$ cat src/rtl/fib_calc_pkg.sv
`default_nettype none
// ============================================================================
// Module      : fib_calc_pkg
// Description : Shared state encoding and saturation ceiling for the
//               BCD -> binary -> Fibonacci -> BCD display chain.
// Revision    : 1.0 - initial release
// ============================================================================
package fib_calc_pkg;

  typedef enum logic [1:0] {
    e_idle      = 2'd0,
    e_operation = 2'd1,
    e_done      = 2'd2
  } t_state;

  // Largest value the 4-digit display stage can show
  localparam int c_max_result = 9999;

endpackage : fib_calc_pkg
`default_nettype wire

$ cat src/rtl/fib_calc.sv
`default_nettype none
// ============================================================================
// Module      : fib_calc
// Description : Iterative Fibonacci calculator with saturation at MAX_RESULT
//               and a start/ready/done handshake.
// Revision    : 1.0 - initial release
// ============================================================================
module fib_calc
  import fib_calc_pkg::*;
#(
  parameter int N_W        = 12,
  parameter int F_W        = 14,
  parameter int MAX_RESULT = c_max_result
) (
  input  logic           i_clk,
  input  logic           i_rst,
  input  logic           i_start,
  input  logic [N_W-1:0] i_n,
  output logic           o_ready,
  output logic           o_done,
  output logic           o_overflow,
  output logic [F_W-1:0] o_fib
);

  localparam logic [F_W:0]   c_max_ext = (F_W+1)'(MAX_RESULT);
  localparam logic [F_W-1:0] c_max_fib = F_W'(MAX_RESULT);

  t_state         r_state;
  logic [F_W-1:0] r_t0;
  logic [F_W-1:0] r_t1;
  logic [N_W-1:0] r_n;
  logic           r_overflow;

  t_state         w_state_nxt;
  logic [F_W-1:0] w_t0_nxt;
  logic [F_W-1:0] w_t1_nxt;
  logic [N_W-1:0] w_n_nxt;
  logic           w_overflow_nxt;
  logic [F_W:0]   w_sum;

  // One bit wider than the operands so the saturation compare never sees a wrap
  assign w_sum = {1'b0, r_t1} + {1'b0, r_t0};

  always_ff @(posedge i_clk) begin
    if (i_rst) begin
      r_state    <= e_idle;
      r_t0       <= '0;
      r_t1       <= '0;
      r_n        <= '0;
      r_overflow <= 1'b0;
    end else begin
      r_state    <= w_state_nxt;
      r_t0       <= w_t0_nxt;
      r_t1       <= w_t1_nxt;
      r_n        <= w_n_nxt;
      r_overflow <= w_overflow_nxt;
    end
  end

  always_comb begin
    w_state_nxt    = r_state;
    w_t0_nxt       = r_t0;
    w_t1_nxt       = r_t1;
    w_n_nxt        = r_n;
    w_overflow_nxt = r_overflow;
    o_ready        = 1'b0;
    o_done         = 1'b0;

    unique case (r_state)
      e_idle: begin
        o_ready = 1'b1;
        if (i_start) begin
          w_n_nxt        = i_n;
          w_t0_nxt       = '0;
          w_t1_nxt       = F_W'(1);
          w_overflow_nxt = 1'b0;
          w_state_nxt    = e_operation;
        end
      end
      e_operation: begin
        if (r_n == '0) begin
          w_t1_nxt    = '0;
          w_state_nxt = e_done;
        end else if (r_n == N_W'(1)) begin
          w_state_nxt = e_done;
        end else if (w_sum > c_max_ext) begin
          // Early exit: further iterations could only grow the result
          w_t1_nxt       = c_max_fib;
          w_overflow_nxt = 1'b1;
          w_state_nxt    = e_done;
        end else begin
          w_t1_nxt = w_sum[F_W-1:0];
          w_t0_nxt = r_t1;
          w_n_nxt  = r_n - N_W'(1);
        end
      end
      e_done: begin
        o_done      = 1'b1;
        w_state_nxt = e_idle;
      end
      default: begin
        w_state_nxt = e_idle;
      end
    endcase
  end

  assign o_fib      = r_t1;
  assign o_overflow = r_overflow;

endmodule : fib_calc
`default_nettype wire

$ cat config.mk
export PLATFORM = sky130hd
export DESIGN_NAME = fib_calc
export DESIGN_NICKNAME = d
export VERILOG_FILES = /design/src/rtl/fib_calc_pkg.sv /design/src/rtl/fib_calc.sv
export SDC_FILE = /design/constraint.sdc
export NUM_CORES = 1
export LEC_CHECK = 0
export ABC_CLOCK_PERIOD_IN_PS = 4700
export CORE_UTILIZATION = 50
export DETAILED_ROUTE_END_ITERATION = 8
export GPL_TIMING_DRIVEN = 0
export HOLD_SLACK_MARGIN = 0.06
export PLACE_DENSITY_LB_ADDON = 0.05
export SLEW_MARGIN = 5
export SYNTH_ARGS = -nofsm -noshare
export SYNTH_HDL_FRONTEND = slang
export SYNTH_SLANG_ARGS = --single-unit
$ cat constraint.sdc
create_clock -name i_clk -period 4.7 [get_ports i_clk]
set_input_delay 0.94 -clock i_clk [delete_from_list [all_inputs] [get_ports i_clk]]
set_output_delay 0.94 -clock i_clk [all_outputs]
set_load 0.05 [all_outputs]
**After elaboration in Yosys (flattened, before gate mapping)**

Cells that the tools add are included.

- Bits in registers: 43
- Word-level logic and storage cells: 52
- Input port bits: 15

- Reduce and logical (&&, ||, !) cells: 7
- Order comparisons: 1
- Eq/ne operators: 10
- Muxes and demuxes: 27
- $add $sub $neg: 2

Operators with widths:

| kind | count |
|---|---|
| 2-to-1 mux 14 bit | 8 |
| one-hot mux 14 bit (2 select lines) | 2 |
| 2-to-1 mux 12 bit | 4 |
| one-hot mux 12 bit (2 select lines) | 1 |
| adder 14 x 14 -> 15 bit | 1 |
| > comparator 15 x 14 -> 1 bit, second input constant | 1 |
| equality test 12 x 1 -> 1 bit, second input constant | 1 |
| logical NOT 12 bit | 1 |
| subtractor 12 x 1 -> 12 bit, second input constant | 1 |
| != test 2 bit, second input constant | 5 |
| AND reduction 5 bit | 2 |
| 2-to-1 mux 2 bit | 4 |
| 2-to-1 mux 1 bit | 6 |
| != test 4 bit, second input constant | 1 |
| one-hot mux 2 bit (2 select lines) | 1 |
| != test 3 bit, second input constant | 1 |
| AND reduction 3 bit | 1 |
| equality test 2 x 1 -> 1 bit, second input constant | 1 |
| equality test 2 bit, second input constant | 1 |
| logical NOT 2 bit | 1 |
| one-hot mux 1 bit (2 select lines) | 1 |
| AND reduction 2 bit | 1 |
| nonzero test 2 bit | 1 |

**Logic depth before layout (Yosys ltp)**

- Depth in word-level cells: 6
- Gate-level depth with buffers: 13
- Depth with buffers taken out: 12

**Worst setup path after synthesis**

No wires, ideal clock.

- Path kind: flip-flop to flip-flop
- Start: register r_t1[0] (netlist: o_fib[0])
- End: register r_n[5]
- Cell stages (with the launch flop): 14
- Slack: 1.403 ns
- Data arrival time: 3.162 ns
- Clock period less this slack: 3.297 ns
- Cell sequence: dfxtp_1 ha_1 inv_1 fa_1 nand2b_1 a21oi_1 nand2b_1 xor2_1 a2111oi_4 o31ai_2 nand3_4 buf_12 a21oi_2 a211oi_2

- Word-level cells in the longest chain between the ends: 4

Ends and longest elaborated chain:

| item | line | RTL |
|---|---|---|
| start, declared | fib_calc.sv:30 | `logic [F_W-1:0] r_t1;` |
| start signal, assigned | fib_calc.sv:54 | `r_t1 <= w_t1_nxt;` |
| adder 14 x 14 -> 15 bit | fib_calc.sv:42 | `assign w_sum = {1'b0, r_t1} + {1'b0, r_t0};` |
| > comparator 15 x 14 -> 1 bit | fib_calc.sv:86 | `end else if (w_sum > c_max_ext) begin` |
| != test 2 bit (no source line) | -- |  |
| AND reduction 5 bit (no source line) | -- |  |
| end signal, assigned | fib_calc.sv:55 | `r_n <= w_n_nxt;` |
| end, declared | fib_calc.sv:31 | `logic [N_W-1:0] r_n;` |

No other way between the ends.
A chain may end at the register's enable or synchronous reset.

**Final worst setup path**

- Start: register r_t1[0] (netlist: o_fib[0])
- End: register r_t0[6]

- Word-level cells in the longest chain between the ends: 4

Ends and longest elaborated chain:

| item | line | RTL |
|---|---|---|
| adder 14 x 14 -> 15 bit | fib_calc.sv:42 |  |
| > comparator 15 x 14 -> 1 bit | fib_calc.sv:86 |  |
| != test 2 bit (no source line) | -- |  |
| AND reduction 5 bit (no source line) | -- |  |
| end signal, assigned | fib_calc.sv:53 | `r_t0 <= w_t0_nxt;` |
| end, declared | fib_calc.sv:29 | `logic [F_W-1:0] r_t0;` |

No other way between the ends.

==> flow_results.xml <==
<?xml version="1.0" encoding="UTF-8"?>
<metrics>
  <group name="floorplanning">
    <metric name="io_pins" unit="">32</metric>
    <metric name="placeableCoreArea" unit="µm²">5270</metric>
    <metric name="rows" unit="">26</metric>
    <metric name="dieArea" unit="µm²">5930</metric>
    <metric name="dieHeight" unit="µm">77.0</metric>
    <metric name="initial_utilization" unit="%">53.3</metric>
    <metric name="horizontal_die_dimension" unit="µm">77.0</metric>
  </group>
  <group name="detailed_routing">
    <metric name="routed_wl" unit="mm">6.98</metric>
    <metric name="antenna_violating_nets_remaining" unit="">0</metric>
    <metric name="wire_per_inst" unit="µm">15.7</metric>
    <metric name="detail_route.iter0.violations" unit="">181</metric>
    <metric name="vias_per_cell" unit="">6.02</metric>
    <metric name="route.detailed.drc" unit="">0</metric>
    <metric name="detailroute.via_count" unit="">2686</metric>
    <metric name="drtPass1Iterations" unit="">5</metric>
  </group>
  <group name="timing">
    <metric name="finalClockSkew" unit="ps">6.10</metric>
    <metric name="setup_viol" unit="">0</metric>
    <metric name="final_min_period_over_clock_period" unit="%">72.8</metric>
    <metric name="final.hold.worst_slack" unit="ps">488</metric>
    <metric name="timing.setup.tns" unit="ps">0</metric>
    <metric name="min_period" unit="ps">3420</metric>
    <metric name="max_freq" unit="MHz">292</metric>
    <metric name="tightest_slew" unit="ps">910</metric>
    <metric name="grt_setup_unrepaired" unit="">false</metric>
    <metric name="final_report_max_slew_violation_count" unit="">0</metric>
    <metric name="report.final.hold_viol_count" unit="">0</metric>
    <metric name="slew_headroom" unit="%">39.3</metric>
  </group>
  <group name="critical_path">
    <metric name="critical-path-max-stage-delay" unit="ps">590</metric>
    <metric name="worst_ep_required_time" unit="ps">4930</metric>
    <metric name="worst-path-max-fanout" unit="">10</metric>
    <metric name="worstSetupStartpointType" unit="">flip-flop</metric>
    <metric name="critical_path.cell_chain" unit="">ha_1 -&gt; inv_1 -&gt; fa_1 -&gt; nand2b_1 -&gt; a21oi_1 -&gt; o211ai_1 -&gt; a211oi_1 -&gt; a2111oi_2 -&gt; o31ai_2 -&gt; nand2_2 -&gt; buf_2 -&gt; nand3b_1 -&gt; a21oi_1</metric>
    <metric name="critical-path-top-delay-family" unit="">compound AO/OA/AOI/OAI gates</metric>
    <metric name="worstRegToRegCells" unit="">13</metric>
    <metric name="worstPathBufferInverterCount" unit="">2</metric>
    <metric name="critical_path.reg2reg.startpoint" unit="">o_fib[0]</metric>
    <metric name="timing_worst_setup_path_type" unit="">reg -&gt; reg</metric>
    <metric name="timing.critical_path.to_type" unit="">flip-flop</metric>
    <metric name="r2r_end" unit="">r_t0[6]</metric>
    <metric name="reg2reg_slack" unit="ps">1280</metric>
    <metric name="slowest_stage" unit="">sky130_fd_sc_hd__a211oi_1</metric>
    <metric name="critPathArrivalTime" unit="ps">3650</metric>
    <metric name="crit_path_frequent_cell" unit="">sky130_fd_sc_hd__a21oi_1</metric>
  </group>
  <group name="cts">
    <metric name="number_of_buffers_inserted_for_hold_repair_after_clock_tree_synthesis" unit="">0</metric>
    <metric name="clkLatencyLatePin" unit="ps">300</metric>
    <metric name="numCtsBuffers" unit="">5</metric>
    <metric name="clock-sinks" unit="">43</metric>
    <metric name="postCtsSetupRepairBufs" unit="">0</metric>
    <metric name="cts_repair_resize_count" unit="">0</metric>
    <metric name="clk_pin_slew_worst_paths" unit="ps">90</metric>
    <metric name="clock_tree.buffer_depth" unit="">2</metric>
    <metric name="htreeDepth" unit="">2</metric>
    <metric name="root_buffer" unit="">sky130_fd_sc_hd__clkbuf_8</metric>
    <metric name="tritoncts" unit="">yes</metric>
  </group>
  <group name="global_route">
    <metric name="overflow_left_after_global_routing" unit="">0</metric>
    <metric name="grt_first_pass_wirelength" unit="mm">11.6</metric>
    <metric name="global_route.usage.total" unit="%">24.9</metric>
    <metric name="antenna_violations_before_repair" unit="">0</metric>
    <metric name="grt_start_max_net_pins" unit="">14</metric>
    <metric name="grt_pass1_vias" unit="">2314</metric>
  </group>
  <group name="placed_design">
    <metric name="place.detailed.hpwl" unit="mm">5.16</metric>
    <metric name="routabilityCongestion" unit="">0.906</metric>
    <metric name="place.port_buffers" unit="">31</metric>
  </group>
  <group name="synth">
    <metric name="ys_async_sr_fraction" unit="%">0</metric>
    <metric name="synth_sequential_area_ratio" unit="%">30.6</metric>
    <metric name="synth.lib_cells_used.distinct" unit="">59</metric>
    <metric name="postSynth.topFlopCell" unit="">sky130_fd_sc_hd__dfxtp_1</metric>
    <metric name="synth_fp_nets" unit="">369</metric>
    <metric name="yosys_reg_bits" unit="">43</metric>
    <metric name="post_synth_instance_area" unit="µm²">2810</metric>
    <metric name="yosysWarningCount" unit="">0</metric>
    <metric name="synth_enable_flop_cells" unit="">0</metric>
    <metric name="syn_avg_cell_area" unit="µm²">8.34</metric>
    <metric name="netlist_instances" unit="">337</metric>
  </group>
  <group name="layout">
    <metric name="ff_latch_area" unit="µm²">861</metric>
    <metric name="layout.filler_cells" unit="">486</metric>
    <metric name="final_util" unit="%">62.9</metric>
    <metric name="post_route_cells_drive_above_1_share" unit="%">8.24</metric>
    <metric name="antenna_cells_inserted" unit="">0</metric>
    <metric name="areaGrowthSynthToFinish" unit="%">17.8</metric>
    <metric name="fin_nets" unit="">407</metric>
    <metric name="multi_input_area" unit="µm²">1840</metric>
  </group>
  <group name="power">
    <metric name="cellLeakagePower" unit="nW">1.33</metric>
    <metric name="irDropWorstVdd" unit="mV">0.421</metric>
    <metric name="totalPowerFinal" unit="mW">1.53</metric>
    <metric name="power_per_cell_area" unit="nW/µm²">463</metric>
  </group>
  <group name="min_path">
    <metric name="min-delay-start" unit="">o_overflow</metric>
    <metric name="holdCritPathClass" unit="">reg -&gt; reg</metric>
    <metric name="whs_path_depth" unit="">1</metric>
    <metric name="hold-path-endpoint" unit="">o_overflow</metric>
  </group>
  <group name="status">
    <metric name="status" unit="">completed</metric>
  </group>
  <group name="job">
    <metric name="max-cap-violations" unit="">0</metric>
  </group>
</metrics>
==> per-layer routing <==
metal	GRT usage (%)	wire length (µm)	vias to the layer above
li1	-	-	1331
met1	37.9	3620	1264
met2	36.4	2930	83
met3	3.57	365	8
met4	6.23	72	0
met5	0	0	-
==> state kept, by name (all words and copies together) (netlist names) <==
signal      cells
r_t0           14
r_state         2
o_overflow      1
o_fib          14
r_n            12
==> cells in the mapped netlist (3+ instances only) <==
cell | number | area share, %
sky130_fd_sc_hd__a211oi_1 | 3 | 0.80
sky130_fd_sc_hd__a211oi_2 | 4 | 1.8
sky130_fd_sc_hd__a21o_1 | 6 | 1.6
sky130_fd_sc_hd__a21oi_1 | 33 | 5.9
sky130_fd_sc_hd__a21oi_2 | 3 | 0.93
sky130_fd_sc_hd__a221o_1 | 6 | 2.1
sky130_fd_sc_hd__a22oi_1 | 6 | 1.6
sky130_fd_sc_hd__and2_1 | 5 | 1.1
sky130_fd_sc_hd__and3_1 | 3 | 0.67
sky130_fd_sc_hd__buf_2 | 3 | 0.53
sky130_fd_sc_hd__clkbuf_1 | 10 | 1.3
sky130_fd_sc_hd__dfxtp_1 | 43 | 31
sky130_fd_sc_hd__ha_1 | 16 | 7.1
sky130_fd_sc_hd__inv_1 | 10 | 1.3
sky130_fd_sc_hd__mux2i_1 | 9 | 3.2
sky130_fd_sc_hd__nand2_1 | 36 | 4.8
sky130_fd_sc_hd__nand2b_1 | 8 | 1.8
sky130_fd_sc_hd__nand3_1 | 7 | 1.2
sky130_fd_sc_hd__nand3b_1 | 15 | 4.0
sky130_fd_sc_hd__nor2_1 | 25 | 3.3
sky130_fd_sc_hd__nor2b_1 | 3 | 0.67
sky130_fd_sc_hd__nor3_1 | 11 | 2.0
sky130_fd_sc_hd__o211ai_1 | 3 | 0.80
sky130_fd_sc_hd__o21ai_0 | 15 | 2.7
sky130_fd_sc_hd__o22ai_1 | 3 | 0.67
sky130_fd_sc_hd__o31ai_1 | 5 | 1.3
sky130_fd_sc_hd__or3_1 | 3 | 0.67
sky130_fd_sc_hd__xnor2_1 | 5 | 1.6
==> worst max-delay path by stage <==
| stage | startpoint | end | slack [ps] | cells past startpoint |
|---|---|---|---|---|
| finish | o_fib[0] | r_t0[6] | 1280 | 13 |
| global route | o_fib[0] | r_t0[11] | 980 | 13 |
| CTS | o_fib[0] | r_t0[6] | 1280 | 13 |
| detailed placement | o_fib[0] | r_n[10] | 1310 | 13 |
| global placement | o_fib[0] | o_fib[7] | 1350 | 13 |
| floorplan | o_fib[0] | r_n[5] | 1400 | 13 |
==> power by group <==
group          switching [mW]  internal, mW
Clock                   0.134         0.134
Sequential             0.0682         0.427
Combinational           0.480         0.291
==> cell type report <==
type | count | area share [%]
Tap cell | 70 | 2.64
Clock buffer | 7 | 2.91
Clock inverter | 1 | 0.227
Inverter | 10 | 1.13
Buffer | 14 | 2.19
Multi-Input combinational cell | 270 | 55.6
Sequential cell | 43 | 26.0
Timing Repair Buffer | 31 | 9.37
==> cell usage in the layout, fill, tap and decap left out, types with 4 or more instances in the layout <==
cell type,count
sky130_fd_sc_hd__a211oi_2,4
sky130_fd_sc_hd__a22oi_1,6
sky130_fd_sc_hd__nor2_1,25
sky130_fd_sc_hd__clkdlybuf4s50_1,31
sky130_fd_sc_hd__inv_1,10
sky130_fd_sc_hd__clkbuf_8,7
sky130_fd_sc_hd__nand3b_1,15
sky130_fd_sc_hd__a21oi_1,33
sky130_fd_sc_hd__mux2i_1,9
sky130_fd_sc_hd__nor3_1,11
sky130_fd_sc_hd__o31ai_1,5
sky130_fd_sc_hd__ha_1,16
sky130_fd_sc_hd__a221o_1,6
sky130_fd_sc_hd__nand3_1,7
sky130_fd_sc_hd__and2_1,5
sky130_fd_sc_hd__clkbuf_1,10
sky130_fd_sc_hd__xnor2_1,5
sky130_fd_sc_hd__nand2_1,36
sky130_fd_sc_hd__o21ai_0,15
sky130_fd_sc_hd__dfxtp_1,43
sky130_fd_sc_hd__a21o_1,6
sky130_fd_sc_hd__nand2b_1,8
==> kinds of logic after synthesis <==
group	Yosys count	share of synthesized area [%]
XOR/XNOR	7	2.18
AND/OR/NAND/NOR	127	23.6
adder cells (fa/ha/maj)	17	7.83
buffers and inverters	24	3.92
AO/OA/AOI/OAI	110	28.7
flip-flops	43	30.6
multiplexers	9	3.20
==> per-stage QoR <==
| stage | cell area (µm²) | cells | setup slack, ps |
|---|---|---|---|
| 5_1_grt | 3310 | 446 | 981 |
| 4_1_cts | 3310 | 446 | 1280 |
| 2_1_floorplan | 2810 | 337 | 1400 |
| 3_3_place_gp | 3210 | 438 | 1350 |
| 6_report | 3310 | 446 | 1280 |
| 3_5_place_dp | 3210 | 438 | 1310 |
No activity file was read; power rests on OpenSTA's default activity.
